**src/rtl/melody_pkg.sv**
```systemverilog
// Shared types and note constants for the melody sequencer (melody_seq, melody_ram).
// The GAP state is only reached when melody_seq is built with MELODY_GAP_EN.
package melody_pkg;

  typedef enum logic [1:0] {
    IDLE = 2'd0,
    PLAY = 2'd1,
    GAP  = 2'd2
  } state_t;

  localparam int PITCH_W_DEF = 5;
  localparam int DUR_W_DEF   = 13;

  // clkgen divider values; a smaller value gives a higher tone
  localparam logic [PITCH_W_DEF-1:0] REST  = 5'd0;
  localparam logic [PITCH_W_DEF-1:0] D     = 5'd27;
  localparam logic [PITCH_W_DEF-1:0] E     = 5'd24;
  localparam logic [PITCH_W_DEF-1:0] Fis   = 5'd21;
  localparam logic [PITCH_W_DEF-1:0] G     = 5'd20;
  localparam logic [PITCH_W_DEF-1:0] A     = 5'd18;
  localparam logic [PITCH_W_DEF-1:0] B     = 5'd16;
  localparam logic [PITCH_W_DEF-1:0] C     = 5'd15;
  localparam logic [PITCH_W_DEF-1:0] Dhigh = 5'd13;

  typedef struct packed {
    logic [PITCH_W_DEF-1:0] pitch;
    logic [DUR_W_DEF-1:0]   dur;
  } note_t;

endpackage

```
**src/rtl/melody_ram.sv**
```systemverilog
// Note memory: one synchronous write port, one asynchronous read port.
module melody_ram
  import melody_pkg::*;
#(
  parameter int  DEPTH = 32,
  parameter int  WIDTH = 18,
  localparam int AW    = $clog2(DEPTH)
) (
  input  logic             clk,
  input  logic             wr_en,
  input  logic [AW-1:0]    wr_addr,
  input  logic [WIDTH-1:0] wr_data,
  input  logic [AW-1:0]    rd_addr,
  output logic [WIDTH-1:0] rd_data
);

  logic [WIDTH-1:0] mem [DEPTH];

  always_ff @(posedge clk) begin
    if (wr_en) mem[wr_addr] <= wr_data;
  end

  assign rd_data = mem[rd_addr];

endmodule

```
**src/rtl/melody_seq.sv**
```systemverilog
// Programmable melody sequencer driving the clkgen divider value from a note list.
// Define MELODY_GAP_EN to insert GAP_TICKS silent ticks between consecutive notes.
module melody_seq
  import melody_pkg::*;
#(
  parameter int  DEPTH     = 32,
  parameter int  PITCH_W   = 5,
  parameter int  DUR_W     = 13,
  parameter int  GAP_TICKS = 1,
  localparam int AW        = $clog2(DEPTH)
) (
  input  logic               clk,
  input  logic               reset,
  input  logic               tick,
  input  logic               wr_en,
  input  logic [AW-1:0]      wr_addr,
  input  logic [PITCH_W-1:0] wr_pitch,
  input  logic [DUR_W-1:0]   wr_dur,
  input  logic [AW:0]        len,
  input  logic               start,
  input  logic               stop,
  input  logic               loop,
  output logic [PITCH_W-1:0] pitch_o,
  output logic               note_valid,
  output logic               note_start,
  output logic [AW-1:0]      note_idx,
  output logic               busy,
  output logic               done
);

  if (DEPTH < 2 || (DEPTH & (DEPTH - 1)) != 0 || GAP_TICKS < 1) begin : g_param_check
    $error("melody_seq: DEPTH must be a power of two >= 2 and GAP_TICKS >= 1");
  end

  localparam logic [AW:0] LEN_MAX = (AW+1)'(DEPTH);

  state_t                     state, state_n;
  logic [DUR_W-1:0]           ctr, ctr_n, dur_r, dur_n, dur_last;
  logic [AW-1:0]              idx_n, idx_next, rd_addr;
  logic [PITCH_W-1:0]         pitch_n, rd_pitch;
  logic [DUR_W-1:0]           rd_dur;
  logic [PITCH_W+DUR_W-1:0]   rd_data;
  logic [AW:0]                len_eff;
  logic                       valid_n, start_n, busy_n, done_n;
  logic                       enter, last, note_end;
`ifdef MELODY_GAP_EN
  localparam logic [DUR_W-1:0] GAP_LAST = DUR_W'(GAP_TICKS - 1);
  logic                       wrap_r, wrap_n;
`endif

  melody_ram #(.DEPTH(DEPTH), .WIDTH(PITCH_W + DUR_W)) u_ram (
    .clk     (clk),
    .wr_en   (wr_en),
    .wr_addr (wr_addr),
    .wr_data ({wr_pitch, wr_dur}),
    .rd_addr (rd_addr),
    .rd_data (rd_data)
  );

  assign rd_pitch = rd_data[PITCH_W+DUR_W-1:DUR_W];
  assign rd_dur   = rd_data[DUR_W-1:0];

  // A stored duration of 0 plays like 1; len above DEPTH plays the whole memory
  assign len_eff  = (len > LEN_MAX) ? LEN_MAX : len;
  assign dur_last = (dur_r == '0) ? '0 : dur_r - DUR_W'(1);
  assign note_end = tick && (ctr == dur_last);
  assign last     = ({1'b0, note_idx} + (AW+1)'(1)) >= len_eff;
  assign idx_next = note_idx + AW'(1);

  always_comb begin
    state_n = state;
    ctr_n   = ctr;
    idx_n   = note_idx;
    pitch_n = pitch_o;
    dur_n   = dur_r;
    valid_n = note_valid;
    busy_n  = busy;
    start_n = 1'b0;
    done_n  = 1'b0;
    enter   = 1'b0;
    rd_addr = '0;
`ifdef MELODY_GAP_EN
    wrap_n  = wrap_r;
`endif
    if (state != IDLE && stop) begin
      state_n = IDLE;
      ctr_n   = '0;
      pitch_n = '0;
      valid_n = 1'b0;
      busy_n  = 1'b0;
      done_n  = 1'b1;
    end else begin
      case (state)
        IDLE: enter = start && !stop && (len_eff != '0);
        PLAY: begin
          if (tick) begin
            if (note_end) begin
              ctr_n   = '0;
              rd_addr = last ? '0 : idx_next;
              if (last && !loop) begin
                state_n = IDLE;
                pitch_n = '0;
                valid_n = 1'b0;
                busy_n  = 1'b0;
                done_n  = 1'b1;
              end else begin
`ifdef MELODY_GAP_EN
                // loop decision is already folded into wrap_n before the gap
                state_n = GAP;
                pitch_n = '0;
                valid_n = 1'b0;
                wrap_n  = last;
`else
                enter   = 1'b1;
`endif
              end
            end else begin
              ctr_n = ctr + DUR_W'(1);
            end
          end
        end
`ifdef MELODY_GAP_EN
        GAP: begin
          if (tick) begin
            if (ctr == GAP_LAST) begin
              rd_addr = wrap_r ? '0 : idx_next;
              enter   = 1'b1;
            end else begin
              ctr_n = ctr + DUR_W'(1);
            end
          end
        end
`endif
        default: state_n = IDLE;
      endcase
    end
    // Note entry: latch pitch/duration of rd_addr as it stands this cycle
    if (enter) begin
      state_n = PLAY;
      ctr_n   = '0;
      idx_n   = rd_addr;
      pitch_n = rd_pitch;
      dur_n   = rd_dur;
      valid_n = (rd_pitch != '0);
      busy_n  = 1'b1;
      start_n = 1'b1;
    end
  end

  always_ff @(posedge clk) begin
    if (reset) begin
      state      <= IDLE;
      ctr        <= '0;
      note_idx   <= '0;
      pitch_o    <= '0;
      note_valid <= 1'b0;
      note_start <= 1'b0;
      busy       <= 1'b0;
      done       <= 1'b0;
`ifdef MELODY_GAP_EN
      wrap_r     <= 1'b0;
`endif
    end else begin
      state      <= state_n;
      ctr        <= ctr_n;
      note_idx   <= idx_n;
      pitch_o    <= pitch_n;
      note_valid <= valid_n;
      note_start <= start_n;
      busy       <= busy_n;
      done       <= done_n;
`ifdef MELODY_GAP_EN
      wrap_r     <= wrap_n;
`endif
    end
  end

  always_ff @(posedge clk) begin
    dur_r <= dur_n;
  end

endmodule
```
**config.mk**
```make
export PLATFORM = sky130hd
export DESIGN_NAME = melody_seq
export DESIGN_NICKNAME = d
export VERILOG_FILES = /design/src/rtl/melody_pkg.sv /design/src/rtl/melody_ram.sv /design/src/rtl/melody_seq.sv
export SDC_FILE = /design/constraint.sdc
export NUM_CORES = 1
export LEC_CHECK = 0
export ABC_AREA = 1
export BUFFER_PORTS_ARGS = -buffer_cell sky130_fd_sc_hd__buf_2
export CORE_MARGIN = 1
export CORE_UTILIZATION = 45
export CTS_BUF_LIST = sky130_fd_sc_hd__clkbuf_16
export CTS_CLUSTER_SIZE = 24
export DETAILED_ROUTE_END_ITERATION = 10
export GPL_TIMING_DRIVEN = 0
export HOLD_SLACK_MARGIN = 0.15
export MAX_ROUTING_LAYER = met4
export PLACE_DENSITY = 0.62
export SLEW_MARGIN = 20
export SYNTH_ARGS = -nofsm -noshare
export SYNTH_HDL_FRONTEND = slang
export SYNTH_SLANG_ARGS = --single-unit
```
**constraint.sdc**
```tcl
create_clock -name clk -period 4.5 [get_ports clk]
set_input_delay 0.225 -clock clk [delete_from_list [all_inputs] [get_ports clk]]
set_output_delay 0.225 -clock clk [all_outputs]
set_load 0.05 [all_outputs]
```
==> impl_results.md <==
- Startpoint kind of the worst setup timing path: register
- Fraction of final layout cells sized beyond drive strength 1: 0.139
- Height of the chip: 244 um
- Number of core rows: 88
- Power per standard cell area: ~400 nW/um2
- Die span in x: 244 um
- Final Non-Filler Cells: 3258
- Worst EP arrival: 4.79 ns
- Pin count of the biggest net entering global routing: 33
- Number of distinct standard cells referenced by the synthesized netlist: about 40
- Class of the tightest hold or removal check: input port to register
- Register-to-register setup slack: 0.12 ns
- Total CTS buffers: 69
- Placer congestion estimate: 0.952
- Final WL: just under 80 mm
- Via count of the first global-routing pass: between 15k and 20k
- Source of the critical timing path: dur_r[0]
- Relative slew margins: 0.452
- Total of max-cap violations: 0
- Crit path kind: register to register
- Remaining number of nets flagged by the antenna check after routing: 0
- Startpoint of the most critical register-to-register path: dur_r[0]
- DR vias: 18.6k
- Period Utilization, post-route: 0.973
- Pre-Repair DR Iteration Count: 7
- Diodes inserted: 0
- TritonCTS clock tree: built
- PnR worst setup slack: roughly 0.12 ns
- Clock sink total: 617
- H-tree lvl count: 3
- Number of instances in the synthesized netlist: 2289
- Yosys warning count: 0
- Drt drc: 0
- Average cell area after synthesis: 11.5 um2
- Setup violation total in the final timing report: 0
- Count of input and output buffers: 49
- Insertion delay of the later-clocked pin in the worst-skew pair: around 0.61 ns
- Source of the worst hold timing path: wr_pitch[0]
- Length in cells of the worst reg-to-reg path: 19
- Nature of the critical path endpoint: register
- IR Drop Worst-Case VDD: 0.273 mV
- Most used DFF post-synth: edfxtp_1
- Floorplan core area: a little under 60000 um2
- Die outline area: 59600 um2
- Worst setup timing slack at the placement stage: -0.979 ns
- Number of synthesized flops with an enable pin: between 500 and 600
- Synth Net Count: between 2k and 2.5k
- I/O pin count: 50
- First-pass GRT wire length: 115 mm
- Buffer cell driving the clock tree root: clkbuf_16
- Worst min-delay path endpoint: u_ram.mem[23][13]
- Number of cells on the worst hold path: 1
- Number of buffers between clock root and the deepest sink: 3
- Register bit count reported by yosys: ~600
- Tot GR Track Use: 0.269
- Maximum fanout along the worst path: 10
- Part of the Yosys area used for sequential elements: 0.692
- Area growth from synthesis to final layout: 16.1%
- Clock period minus worst slack: ~4.4 ns
- Run status: completed
- Setup total negative slack: 0 ns
- Vias per std cell: 5.70
- Worst flop-to-flop path endpoint: dur_r[12]
- Initial Utilization: 0.456
- Initial antenna violation count: 0
- Proportion of synthesized flip-flops having asynchronous set or reset: 0
- Post-DR wirelength/cell: 23.6 um
- Leftover overflow at the end of global routing: 0
- Fillers: 4957
- Achievable clock frequency: 228 MHz
- Number of DRC violations after detailed-routing iteration 0: 2182
- Clk_skew: approximately 0.026 ns
- Leakage Power: 10.9 nW
- Slew Viols, Final: 0
- Final HPWL from detailed placement: between 50 and 60 mm
- Final hold viol count: 0
- Clock Pin Slew Worst Setup and Hold Paths: roughly 0.06 ns
- Required @ worst endpoint: a little under 5 ns
- Number of nets in the layout: ~2.5k
- Transition time at the pin with the least slew margin: 0.819 ns
- Summed instance area of the synthesized netlist: approximately 26000 um2
- Total instance count after detailed placement: 3120
==> kinds of logic (layout without fill, tap and decap cells) <==
kind of cell | after synthesis | count (layout) | synth area share
fa+ha+maj | 9 | 9 | 0.00427
compound gates | 272 | 272 | 0.0645
xor+xnor | 4 | 4 | 0.00133
buf+inv | 305 | 509 | 0.0461
simple gates | 1082 | 1082 | 0.192
flops | 617 | 617 | 0.692
==> stage by stage <==
stage	hold WS, ns	util	area [um2]	power, mW
after floorplan	0.294	-	26400	6.64
after global placement	0.437	0.477	27600	6.81
after detailed placement	0.443	0.486	28100	6.84
after CTS	0.169	0.527	30500	12.3
after global routing	0.197	0.529	30600	12.6
final	0.182	0.529	30600	12.3
==> synth_stat cells, types with 28 or more instances <==
master	count	area, um2
o21ai_1	48	240
nand4_1	66	413
o21ai_0	68	340
dfxtp_1	28	561
or2_0	44	275
nand2_1	218	818
clkbuf_1	72	270
nor2_1	322	1210
nand3_1	323	1620
or2_1	29	181
or2_2	44	275
o211ai_1	118	886
edfxtp_1	589	17700
buf_2	35	175
inv_1	168	631
==> per-layer routing <==
layer / GRT usage / vias up / part of all wire
li1: - / 8495 / -
met1: 0.369 / 9135 / 0.43
met2: 0.415 / 794 / 0.46
met3: 0.0356 / 149 / 0.075
met4: 0.0884 / 0 / 0.032
met5: - / - / 0
==> state kept, by name, indices dropped and copies added (netlist names) <==
signal      cells
busy            1
ctr            13
done            1
dur_r          13
note_idx        5
note_start      1
note_valid      1
pitch_o         5
state           1
u_ram.mem     576
==> worst max-delay path: stages, from the launching register on <==
cell	delay, ns
edfxtp_1	0.39
inv_2	0.13
ha_1	0.23
nand2_2	0.13
nor2_4	0.14
nand2_2	0.12
buf_2	0.21
nand3_1	0.12
nand2_1	0.10
nand4_1	0.23
nor2_4	0.06
buf_12	0.14
nand2_2	0.15
nor4_4	0.07
buf_4	0.18
inv_2	0.22
buf_2	0.36
buf_1	0.57
nand3_1	0.29
a31oi_1	0.32
==> layout by cell type, fill, tap and decap left out, types with 4 or more instances in the layout <==
cell / instances
a21oi_1: 16
a22o_1: 4
a31oi_1: 5
a31oi_2: 8
buf_1: 9
buf_16: 5
buf_2: 80
buf_4: 17
buf_6: 4
buf_8: 8
bufinv_16: 5
clkbuf_1: 49
clkbuf_16: 74
clkbuf_2: 21
clkbuf_4: 6
clkinv_1: 15
clkinv_2: 6
dfxtp_1: 26
dlygate4sd3_1: 8
edfxtp_1: 589
ha_1: 9
inv_1: 187
nand2_1: 217
nand2_2: 4
nand3_1: 321
nand3b_1: 4
nand4_1: 66
nor2_1: 289
nor2_2: 15
nor2_4: 25
nor3_1: 9
o211ai_1: 118
o21ai_0: 68
o21ai_1: 48
or2_0: 44
or2_1: 29
or2_2: 44
==> repair_timing <==
action,in CTS,in global routing
endpoints found under the hold margin,88,0
buffers inserted,1,9
gates resized for setup,37,28
setup endpoints to repair,20,18
hold buffers,8,0
pin swaps,0,5
==> power breakdown <==
group          total [mW]  internal (mW)  switching [mW]  leakage, nW
combinational       0.346         0.0755           0.271         4.25
clock                5.52           3.25            2.27         1.15
sequential           6.39           6.36          0.0242         5.54
total                12.3           9.69            2.56         10.9
==> layout make-up <==
class	count	area, um2	share of cell area
clock buffer	74	1850	0.0605
clock inverter	46	355	0.0116
timing repair buffer	84	737	0.0241
sequential	617	18300	0.596
tap	765	957	0.0313
multi-input combinational	1367	7170	0.234
buffer	126	602	0.0197
inverter	179	677	0.0221
==> how the worst max path moves through the flow <==
stage | end | slack [ns] | cells past startpoint
2_1_floorplan | dur_r[11] | 0.58 | 21
3_3_place_gp | dur_r[3] | -0.87 | 22
5_1_grt | dur_r[12] | -0.007 | 19
6_report | dur_r[12] | 0.12 | 19
4_1_cts | dur_r[12] | 0.0008 | 16
3_5_place_dp | dur_r[3] | -0.98 | 22
Power figures use the tool's default switching activity.
